[config.mk]
export PLATFORM = sky130hd
export DESIGN_NAME = mem_responder
export DESIGN_NICKNAME = d
export VERILOG_FILES = /design/src/rtl/mem_responder.sv
export SDC_FILE = /design/constraint.sdc
export NUM_CORES = 1
export LEC_CHECK = 0
export BUFFER_PORTS_ARGS = -buffer_cell sky130_fd_sc_hd__buf_4
export CORE_MARGIN = 4
export CORE_UTILIZATION = 30
export CTS_CLUSTER_SIZE = 20
export DETAILED_ROUTE_END_ITERATION = 16
export HOLD_SLACK_MARGIN = 0.02
export SYNTH_ARGS = -nofsm -noshare
export SYNTH_HDL_FRONTEND = slang
export SYNTH_SLANG_ARGS = --single-unit
[constraint.sdc]
create_clock -name clk -period 4 [get_ports clk]
set_clock_uncertainty 0.2 [all_clocks]
set_input_delay 0.6 -clock clk [delete_from_list [all_inputs] [get_ports clk]]
set_output_delay 0.6 -clock clk [all_outputs]
set_load 0.005 [all_outputs]
[src/rtl/mem_responder.sv]
// -----------------------------------------------------------------------------
// mem_responder
//
// Single-beat memory slave for a valid/ready bus. Each accepted request goes
// through a fixed number of wait states. It is then answered with a one-cycle
// ready pulse. A read also updates the registered rdata.
//
// Parameters
//   SZ           address width; memory depth is 2**SZ words
//   WIDTH        data width
//   WAIT_CYCLES  wait states between accept and response (0..15)
//
// Ports
//   clk                in   rising-edge clock
//   rst                in   asynchronous reset, active low
//   valid              in   request present (sampled only while idle)
//   write_read_enable  in   1 = write, 0 = read
//   address            in   word address
//   wr_data            in   write data
//   rdata              out  read data, registered, held between read responses
//   ready              out  response strobe, registered, one cycle wide
// -----------------------------------------------------------------------------
module mem_responder #(
  parameter int SZ          = 4,
  parameter int WIDTH       = 8,
  parameter int WAIT_CYCLES = 2
) (
  input  logic             clk,
  input  logic             rst,
  input  logic             valid,
  input  logic             write_read_enable,
  input  logic [SZ-1:0]    address,
  input  logic [WIDTH-1:0] wr_data,
  output logic [WIDTH-1:0] rdata,
  output logic             ready
);

  localparam int DEPTH = 1 << SZ;

  localparam logic [1:0] ST_IDLE = 2'd0;
  localparam logic [1:0] ST_WAIT = 2'd1;
  localparam logic [1:0] ST_RESP = 2'd2;

  localparam logic [3:0] WAIT_LOAD = 4'(WAIT_CYCLES);

  logic [1:0]       r_state;
  logic [3:0]       r_cnt;
  logic [SZ-1:0]    r_addr;
  logic             r_we;
  logic [WIDTH-1:0] r_wdata;
  logic [WIDTH-1:0] r_mem [DEPTH];
  logic             r_ready;
  logic [WIDTH-1:0] r_rdata;

  logic             w_commit;

  // The memory write happens on the same edge that raises ready. This edge is
  // the one that leaves RESP. A read issued next therefore sees the new data.
  assign w_commit = (r_state == ST_RESP) && r_we;

  // Request capture and the wait-state sequencer. Bus inputs are looked at
  // only in IDLE. Churn during WAIT/RESP therefore cannot disturb the request
  // already in flight.
  always_ff @(posedge clk or negedge rst) begin
    if (!rst) begin
      r_state <= ST_IDLE;
      r_cnt   <= 4'd0;
      r_addr  <= '0;
      r_we    <= 1'b0;
      r_wdata <= '0;
    end else begin
      case (r_state)
        ST_IDLE: begin
          if (valid) begin
            r_addr  <= address;
            r_we    <= write_read_enable;
            r_wdata <= wr_data;
            r_cnt   <= WAIT_LOAD;
            r_state <= (WAIT_LOAD == 4'd0) ? ST_RESP : ST_WAIT;
          end
        end
        ST_WAIT: begin
          // When the count is 1, this is the last wait edge. The response then
          // follows on the next edge. As a result, ready lands at
          // accept + WAIT_CYCLES + 1.
          if (r_cnt <= 4'd1) begin
            r_cnt   <= 4'd0;
            r_state <= ST_RESP;
          end else begin
            r_cnt <= r_cnt - 4'd1;
          end
        end
        ST_RESP: begin
          r_state <= ST_IDLE;
        end
        default: begin
          r_state <= ST_IDLE;
        end
      endcase
    end
  end

  // Response outputs are driven straight from flops, with no path from the
  // inputs.
  always_ff @(posedge clk or negedge rst) begin
    if (!rst) begin
      r_ready <= 1'b0;
      r_rdata <= '0;
    end else begin
      r_ready <= (r_state == ST_RESP);
      if ((r_state == ST_RESP) && !r_we) begin
        r_rdata <= r_mem[r_addr];
      end
    end
  end

  // The memory must be cleared on reset, so it is built from one resettable
  // register per word rather than from a RAM macro.
  for (genvar gi = 0; gi < DEPTH; gi++) begin : g_word
    always_ff @(posedge clk or negedge rst) begin
      if (!rst) begin
        r_mem[gi] <= '0;
      end else if (w_commit && (r_addr == SZ'(gi))) begin
        r_mem[gi] <= r_wdata;
      end
    end
  end

  assign ready = r_ready;
  assign rdata = r_rdata;

endmodule

Word-level counts from Yosys, hierarchy flattened
Index checks and enable logic that the tools add are counted.
{"block": "totals", "ff_bits": 156, "in_bits": 16, "word_cells": 80}
{"block": "classes", "addsub": 1, "order_cmp": 2, "eq_ne": 19, "muxes": 9, "bitwise_logic": 1, "n_reduce_logical": 25}
{"cell": "binary-select mux 8 bit (select 4 bit)", "count": 1}
{"cell": "== test 4 bit (second input constant)", "count": 8}
{"cell": "logical AND 1 bit", "count": 18}
{"cell": "== test 4 x 3 -> 1 bit (second input constant)", "count": 4}
{"cell": "two-way mux 8 bit", "count": 2}
{"cell": "== test 4 x 2 -> 1 bit (second input constant)", "count": 2}
{"cell": "two-way mux 4 bit", "count": 2}
{"cell": "case mux 4 bit (2 select lines)", "count": 1}
{"cell": "AND reduction 2 bit", "count": 3}
{"cell": ">= comparator 5 bit (second input constant)", "count": 1}
{"cell": "NOT 4 -> 5 bit", "count": 1}
{"cell": "== test 4 x 1 -> 1 bit (second input constant)", "count": 1}
{"cell": "<= comparator 4 x 1 -> 1 bit (second input constant)", "count": 1}
{"cell": "zero test 4 bit", "count": 1}
{"cell": "two-way mux 2 bit", "count": 2}
{"cell": "!= test 2 bit (second input constant)", "count": 2}
{"cell": "case mux 2 bit (2 select lines)", "count": 1}
{"cell": "subtractor 4 x 1 -> 4 bit (second input constant)", "count": 1}
{"cell": "== test 2 x 1 -> 1 bit (second input constant)", "count": 1}
{"cell": "== test 2 bit (second input constant)", "count": 1}
{"cell": "zero test 2 bit", "count": 1}
{"cell": "nonzero test 2 bit", "count": 1}
{"cell": "zero test 1 bit", "count": 1}

Longest topological paths before layout
Gate-level depths: netlist of the first run.
{"block": "depth", "word_depth": 4, "ltp_mapped": 7, "depth_no_buf": 6}

Worst setup path after synthesis of the first run
OpenSTA, ideal clock, no wires.
{"block": "synth_path", "path_kind": "register to register", "startpoint": "register r_state[0]", "endpoint": "register r_mem[104] in the netlist's numbering", "t_arrival_ns": 1.670, "required_time_ns": 3.675, "setup_slack_ns": 2.005, "stages_incl_launch_ff": 7, "period_less_slack_ns": 1.995, "path_cell_list": "dfrtp_1 > buf_2 > and3b_2 > nand3b_2 > or3_1 > buf_6 > mux2_4"}
{"block": "synth_via", "elab_chain_cells": 3}
{"element": "from (decl)", "line": "46", "text": "logic [1:0] r_state;"}
{"element": "from (signal assigned)", "line": "79", "text": "r_state <= (WAIT_LOAD == 4'd0) ? ST_RESP : ST_WAIT;"}
{"element": "== test 2 bit", "line": "59", "text": "assign w_commit = (r_state == ST_RESP) && r_we;"}
{"element": "logical AND 1 bit", "line": "59"}
{"element": "logical AND 1 bit", "line": "123", "text": "end else if (w_commit && (r_addr == SZ'(gi))) begin"}
{"element": "to (signal, indexed assignment)", "line": "124", "text": "r_mem[gi] <= r_wdata;"}
{"element": "to (decl)", "line": "51", "text": "logic [WIDTH-1:0] r_mem [DEPTH];"}
Every way passes these cells.
A chain may end at the register's enable or synchronous reset.

Worst setup path in the final report of the first run
{"block": "layout_path", "startpoint": "register r_addr[0]", "endpoint": "register r_mem[80] in the netlist's numbering"}
{"block": "layout_via", "elab_chain_cells": 2}
{"element": "from (decl)", "line": "48", "text": "logic [SZ-1:0] r_addr;"}
{"element": "from (signal assigned)", "line": "75", "text": "r_addr <= address;"}
{"element": "== test 4 x 3 -> 1 bit", "line": "123"}
{"element": "logical AND 1 bit", "line": "123"}
Every way passes these cells.

==> results of run 1 <==
==> power by group through the flow <==
stage | Clock (mW) | Sequential (mW) | Combinational (mW)
after CTS | 1.66 | 2.80 | 1.60
after global routing | 1.73 | 2.88 | 1.73
after global placement | 0 | 2.78 | 1.54
after floorplan | 0 | 2.38 | 1.45
after detailed placement | 0 | 2.82 | 1.59
final | 1.62 | 2.79 | 1.57
==> sequential cells by signal, indices dropped and copies added (netlist names) <==
signal	count
r_mem	128
r_addr	4
r_we	1
r_state	2
r_cnt	4
rdata	8
ready	1
r_wdata	8
==> cell families after synthesis <==
| logic type | synth area share [%] |
|---|---|
| compound gates | 3.96 |
| xor+xnor | 0.124 |
| mux | 32.2 |
| buf+inv | 2.42 |
| fa+ha+maj | 0.353 |
| flops | 55.1 |
| simple gates | 5.88 |
==> synth_stat cells (3+ instances only) <==
master and number:
nor2_2 12, nor2_1 21, nor4_1 3, nand2_1 7, or3_1 3, nand2b_1 3
o22ai_1 10, a2bb2oi_1 3, nand2_2 3, mux2_2 133, mux2_4 8, inv_1 4
mux2i_1 48, nand3_1 4, nand3b_1 4, mux4_2 8, dfrtp_1 156, a221oi_1 5
a31oi_1 8, o32ai_1 3, clkbuf_1 16, nor3_1 6, buf_2 14, o21ai_0 9
==> final timing paths <==
check	endpoint	cells after the start
max reg2reg	r_mem[80]	5
min in group clk	r_wdata[6]	2
max in group asynchronous	r_mem[61]	2
min	r_mem[105]	1
max	r_mem[80]	5
min reg2reg	r_mem[25]	1
==> layout make-up <==
class | instances | share of cell area (%)
Timing Repair Buffer | 30 | 2.81
Multi-Input combinational cell | 317 | 37.0
Clock inverter | 11 | 1.78
Inverter | 4 | 0.184
Tap cell | 313 | 4.81
Clock buffer | 19 | 5.44
Sequential cell | 156 | 47.9
==> cells in the final DEF (no fill, tap or decap), types with 4 or more instances in the layout <==
| cell type | n |
|---|---|
| nand2_1 | 7 |
| o21ai_0 | 9 |
| dfrtp_1 | 154 |
| a221oi_1 | 5 |
| mux2i_1 | 48 |
| o22ai_1 | 10 |
| nand3b_1 | 4 |
| nor2_1 | 21 |
| clkbuf_16 | 17 |
| buf_4 | 29 |
| inv_1 | 4 |
| mux2_2 | 133 |
| a31oi_1 | 8 |
| mux4_2 | 8 |
| nand3_1 | 4 |
| mux2_4 | 8 |
| nor3_1 | 5 |
| nor2_2 | 12 |
==> worst register-to-register path: stages, from the launching register on <==
cell and delay (ns):
dfrtp_1 0.47, buf_4 0.27, nor2b_1 0.62, nand2_2 0.20, nor2_2 0.49, mux2_2 0.40
==> per-layer routing <==
layer	GRT usage [%]	vias up	share of wire, %
li1	-	1897	-
met1	17.0	2190	45
met2	20.8	61	48
met3	3.43	15	5.3
met4	3.31	0	0.87
met5	0	-	0
==> through the flow <==
| stage | util (%) | hold WS (ns) | worst slack (ns) |
|---|---|---|---|
| floorplan | - | 0.104 | 2.00 |
| global placement | 33.0 | 0.285 | 1.29 |
| detailed placement | 33.0 | 0.292 | 1.23 |
| CTS | 35.6 | 0.0990 | 1.22 |
| finish | 35.6 | 0.0508 | 1.23 |
| global route | 35.6 | 0.109 | 1.05 |
==> impl_metrics.json, run 1 <==
{
  "status": "completed",
  "synth_largest_area_cell": "dfrtp_1",
  "die_x_microns": 162,
  "avgViaCountPerCell": 4.90,
  "start_util_pct": 30.9,
  "ys.flop_type": "dfrtp_1",
  "dieHeight_microns": 162,
  "power_frac_seq_pct": 46.6,
  "cts.path.max_buffers": 2,
  "boundaryPins": 25,
  "io_buffer_count": 24,
  "clk_latency_ns": 0.42,
  "cts_setup_buffers": 0,
  "pwr-share-clk_pct": 27.1,
  "grt_max_degree": 96,
  "final_nets": 544,
  "end_kind": "flip-flop",
  "place_area_sq_um": 7560,
  "min_period_ns": 2.77,
  "design.core.area_sq_um": 22900,
  "num_antenna_cells": 0,
  "h-tree-depth": 4,
  "startpoint": "r_addr[0]",
  "powerDensity_nw_per_um2": 734,
  "hold_path.class": "in2async",
  "drv_slew": 0,
  "synth_edf_count": 0,
  "vias": 4163,
  "cap_violations": 0,
  "setup-tns-final_ns": 0,
  "cellLeakagePower_nw": 3.79,
  "cts-hold-fix-buffers": 0,
  "min_period_over_period_pct": 69.3,
  "dp.final_hpwl_microns": 10700,
  "postLayoutCellArea_sq_um": 8150,
  "ys_ff_latch": 156,
  "finalHoldViolations": 0,
  "cts_tree": "done",
  "critPathSlowestCell": "nor2b_1",
  "synth-seq-area-share_pct": 55.1,
  "regToRegSetupSlack_ns": 1.23,
  "fmax_mhz": 361,
  "synthTopCellsByArea": "dfrtp_1 (55%), mux2_2 (21%), mux2i_1 (6.8%)",
  "antenna_found_initial": 0,
  "power_mw": 5.98,
  "syn_avg_cell_area_sq_um": 13.9,
  "grt_pass1_wl_microns": 25900,
  "path_cells": "buf_4 -> nor2b_1 -> nand2_2 -> nor2_2 -> mux2_2",
  "multi_input_comb_area_sq_um": 3020,
  "place_congestion": 0.779,
  "grt_usage_pct": 12.8,
  "relSlewSlack_pct": 29.0,
  "drtPass1Iterations": 4,
  "grt_pass1_vias": 4523,
  "p_int_mw": 4.00,
  "combPwrFrac_pct": 26.3,
  "drt-total-wl_microns": 15900,
  "max_stage_delay_ns": 0.62,
  "path_buf_inv": 1,
  "die_area_sq_um": 26100,
  "post_drt_wl_per_cell_microns": 18.7,
  "worstPathRequired_ns": 4.11,
  "path_delay_family": "simple AND/OR/NAND/NOR gates",
  "path_class": "reg2reg",
  "drive_gt1_share_pct": 43.4,
  "r2r-start": "r_addr[0]",
  "synth.distinct_cells": 40,
  "synth_cells": 510,
  "crit_fanout": 16,
  "rows": 55,
  "syn_nets": 528,
  "cts.sinks": 156,
  "p_sw_mw": 1.99,
  "regArea_sq_um": 3910,
  "postRouteAntennaNets": 0,
  "clk_pin_slew_ns": 0.06,
  "overflow": 0,
  "arrival_ns": 2.88,
  "syn_to_final_growth_pct": 15.0,
  "cts_root_buf": "clkbuf_16",
  "drtIter0Drc": 265,
  "ys.warnings.count": 0,
  "crit_path_start_kind": "flip-flop",
  "final_cells": 850,
  "place_inst": 820,
  "synth-async-reset-ratio_pct": 100,
  "finalSetupViolCount": 0,
  "worst_pin_slew_ns": 1.06,
  "irDropWorstVdd_uv": 291,
  "nFillCells": 2189,
  "rsz0062_at_grt": "no",
  "cts-resized-gates": 0,
  "drc": 0,
  "cts_buffers": 17,
  "synth_area_sq_um": 7080,
  "netSwitchingFraction_pct": 33.2,
  "synth_top_cell_area_share_pct": 55.1
}
Power figures use the tool's default switching activity.
==> run 2: changes to the inputs <==
Clock period 4 ns to 2.3 ns, I/O delays scaled along.
==> impl_metrics.json, run 2 (synthesized netlist as in run 1, its figures left out) <==
{
  "nFillCells": 2138,
  "p_sw_mw": 3.54,
  "setup-tns-final_ns": 0,
  "drtPass1Iterations": 4,
  "top_register": "r_mem",
  "regToRegSetupSlack_ns": 0.17,
  "worstPathRequired_ns": 2.40,
  "cap_violations": 0,
  "power_frac_seq_pct": 42.9,
  "dieHeight_microns": 162,
  "largest_register_ffs": 128,
  "worst_pin_slew_ns": 0.665,
  "rsz0062_at_grt": "no",
  "pwr-share-clk_pct": 28.3,
  "hold_path.class": "in2reg",
  "post_drt_wl_per_cell_microns": 18.0,
  "place_congestion": 0.765,
  "cts.sinks": 156,
  "vias": 4317,
  "finalHoldViolations": 0,
  "final_cell_mix": "dfrtp_1 (154), mux2_2 (133), mux2i_1 (48), buf_4 (47), nor2_1 (21)",
  "grt_usage_pct": 12.8,
  "h-tree-depth": 4,
  "drv_slew": 0,
  "postRouteAntennaNets": 0,
  "design.core.area_sq_um": 22900,
  "p_int_mw": 7.37,
  "cts.path.max_buffers": 2,
  "drt-total-wl_microns": 16000,
  "syn_to_final_growth_pct": 21.0,
  "die_x_microns": 162,
  "min_period_over_period_pct": 92.5,
  "cts_root_buf": "clkbuf_16",
  "fmax_mhz": 470,
  "status": "completed",
  "grt_max_degree": 50,
  "cts-hold-fix-buffers": 14,
  "powerDensity_nw_per_um2": 1270,
  "drtIter0Drc": 217,
  "finalSetupViolCount": 0,
  "overflow": 0,
  "postLayoutCoreUtil_pct": 37.4,
  "clk_latency_ns": 0.42,
  "relSlewSlack_pct": 55.7,
  "drive_gt1_share_pct": 44.7,
  "num_antenna_cells": 0,
  "multi_input_comb_area_sq_um": 3020,
  "die_area_sq_um": 26100,
  "rows": 55,
  "grt_pass1_vias": 4781,
  "cellLeakagePower_nw": 4.01,
  "drc": 0,
  "grt_pass1_wl_microns": 26200,
  "netSwitchingFraction_pct": 32.5,
  "clk_pin_slew_ns": 0.06,
  "holdPathStages": 4,
  "pre_cts_slack_ns": 0.192,
  "cts-resized-gates": 0,
  "layout_commonest_cell": "dfrtp_1",
  "irDropWorstVdd_uv": 495,
  "arrival_ns": 2.23,
  "end_kind": "flip-flop",
  "cts_tree": "done",
  "crit_fanout": 8,
  "min_period_ns": 2.13,
  "postLayoutCellArea_sq_um": 8570,
  "worst_r2r_path_depth": 4,
  "crit_path_start_kind": "flip-flop",
  "path_class": "reg2reg",
  "combPwrFrac_pct": 28.8,
  "place_area_sq_um": 7780,
  "antenna_found_initial": 0,
  "start_util_pct": 30.9,
  "io_buffer_count": 24,
  "dp.final_hpwl_microns": 11000,
  "cts_buffers": 17,
  "fin_ws_ns": 0.172,
  "avgViaCountPerCell": 4.86,
  "boundaryPins": 25,
  "final_nets": 580,
  "regArea_sq_um": 3910,
  "cts_setup_buffers": 0
}
## run 2: cell types whose count changed in the layout (fill, tap and decap cells not counted)
cell / before / now
inv_6: 1 / 3
buf_4: 29 / 47
bufinv_16: 3 / 5
dlygate4sd3_1: 0 / 14
buf_12: 0 / 4
clkinv_2: 3 / 1
## run 2: area by class of cell
| type | instances | share of cell area [%] |
|---|---|---|
| Sequential cell | 156 | 45.6 |
| Multi-Input combinational cell | 317 | 35.2 |
| Timing Repair Buffer | 66 | 6.82 |
| Clock buffer | 19 | 5.17 |
| Tap cell | 313 | 4.57 |
| Clock inverter | 13 | 2.48 |
| Inverter | 4 | 0.175 |
## run 2: power by group through the flow
stage	Combinational (mW)	Clock, mW	Sequential, mW
2_1_floorplan	2.52	0	4.13
3_3_place_gp	3.05	0	4.65
3_5_place_dp	3.16	0	4.71
4_1_cts	3.19	3.16	4.68
5_1_grt	3.43	3.28	4.81
6_report	3.15	3.09	4.68
## run 2: worst paths after layout
path                               to       start
max in group asynchronous  r_mem[109]         rst
setup reg to reg           r_mem[105]  r_state[1]
setup / recovery           r_mem[105]  r_state[1]
hold reg to reg             r_mem[73]   r_mem[73]
hold / removal             r_state[0]       valid
min in group asynchronous   r_mem[39]         rst
## run 2: per-layer routing
metal  wire length (microns)  track usage (%)
met5                       0                0
met4                     267             4.15
met3                     495             2.84
met2                    7610             20.6
met1                    7620             17.3
## run 2: worst max-delay path: stages (launching register included)
cell,delay (ns)
dfrtp_1,0.41
and3b_2,0.30
nand3b_2,0.15
or3_1,0.57
mux2_4,0.38
## run 2: through the flow
stage	hold slack [ns]	power [mW]	std cells
after floorplan	-0.151	6.65	510
after global routing	0.149	11.5	888
after CTS	0.118	11.0	888
after detailed placement	0.115	7.87	842
after global placement	0.105	7.70	842
final	0.134	10.9	888
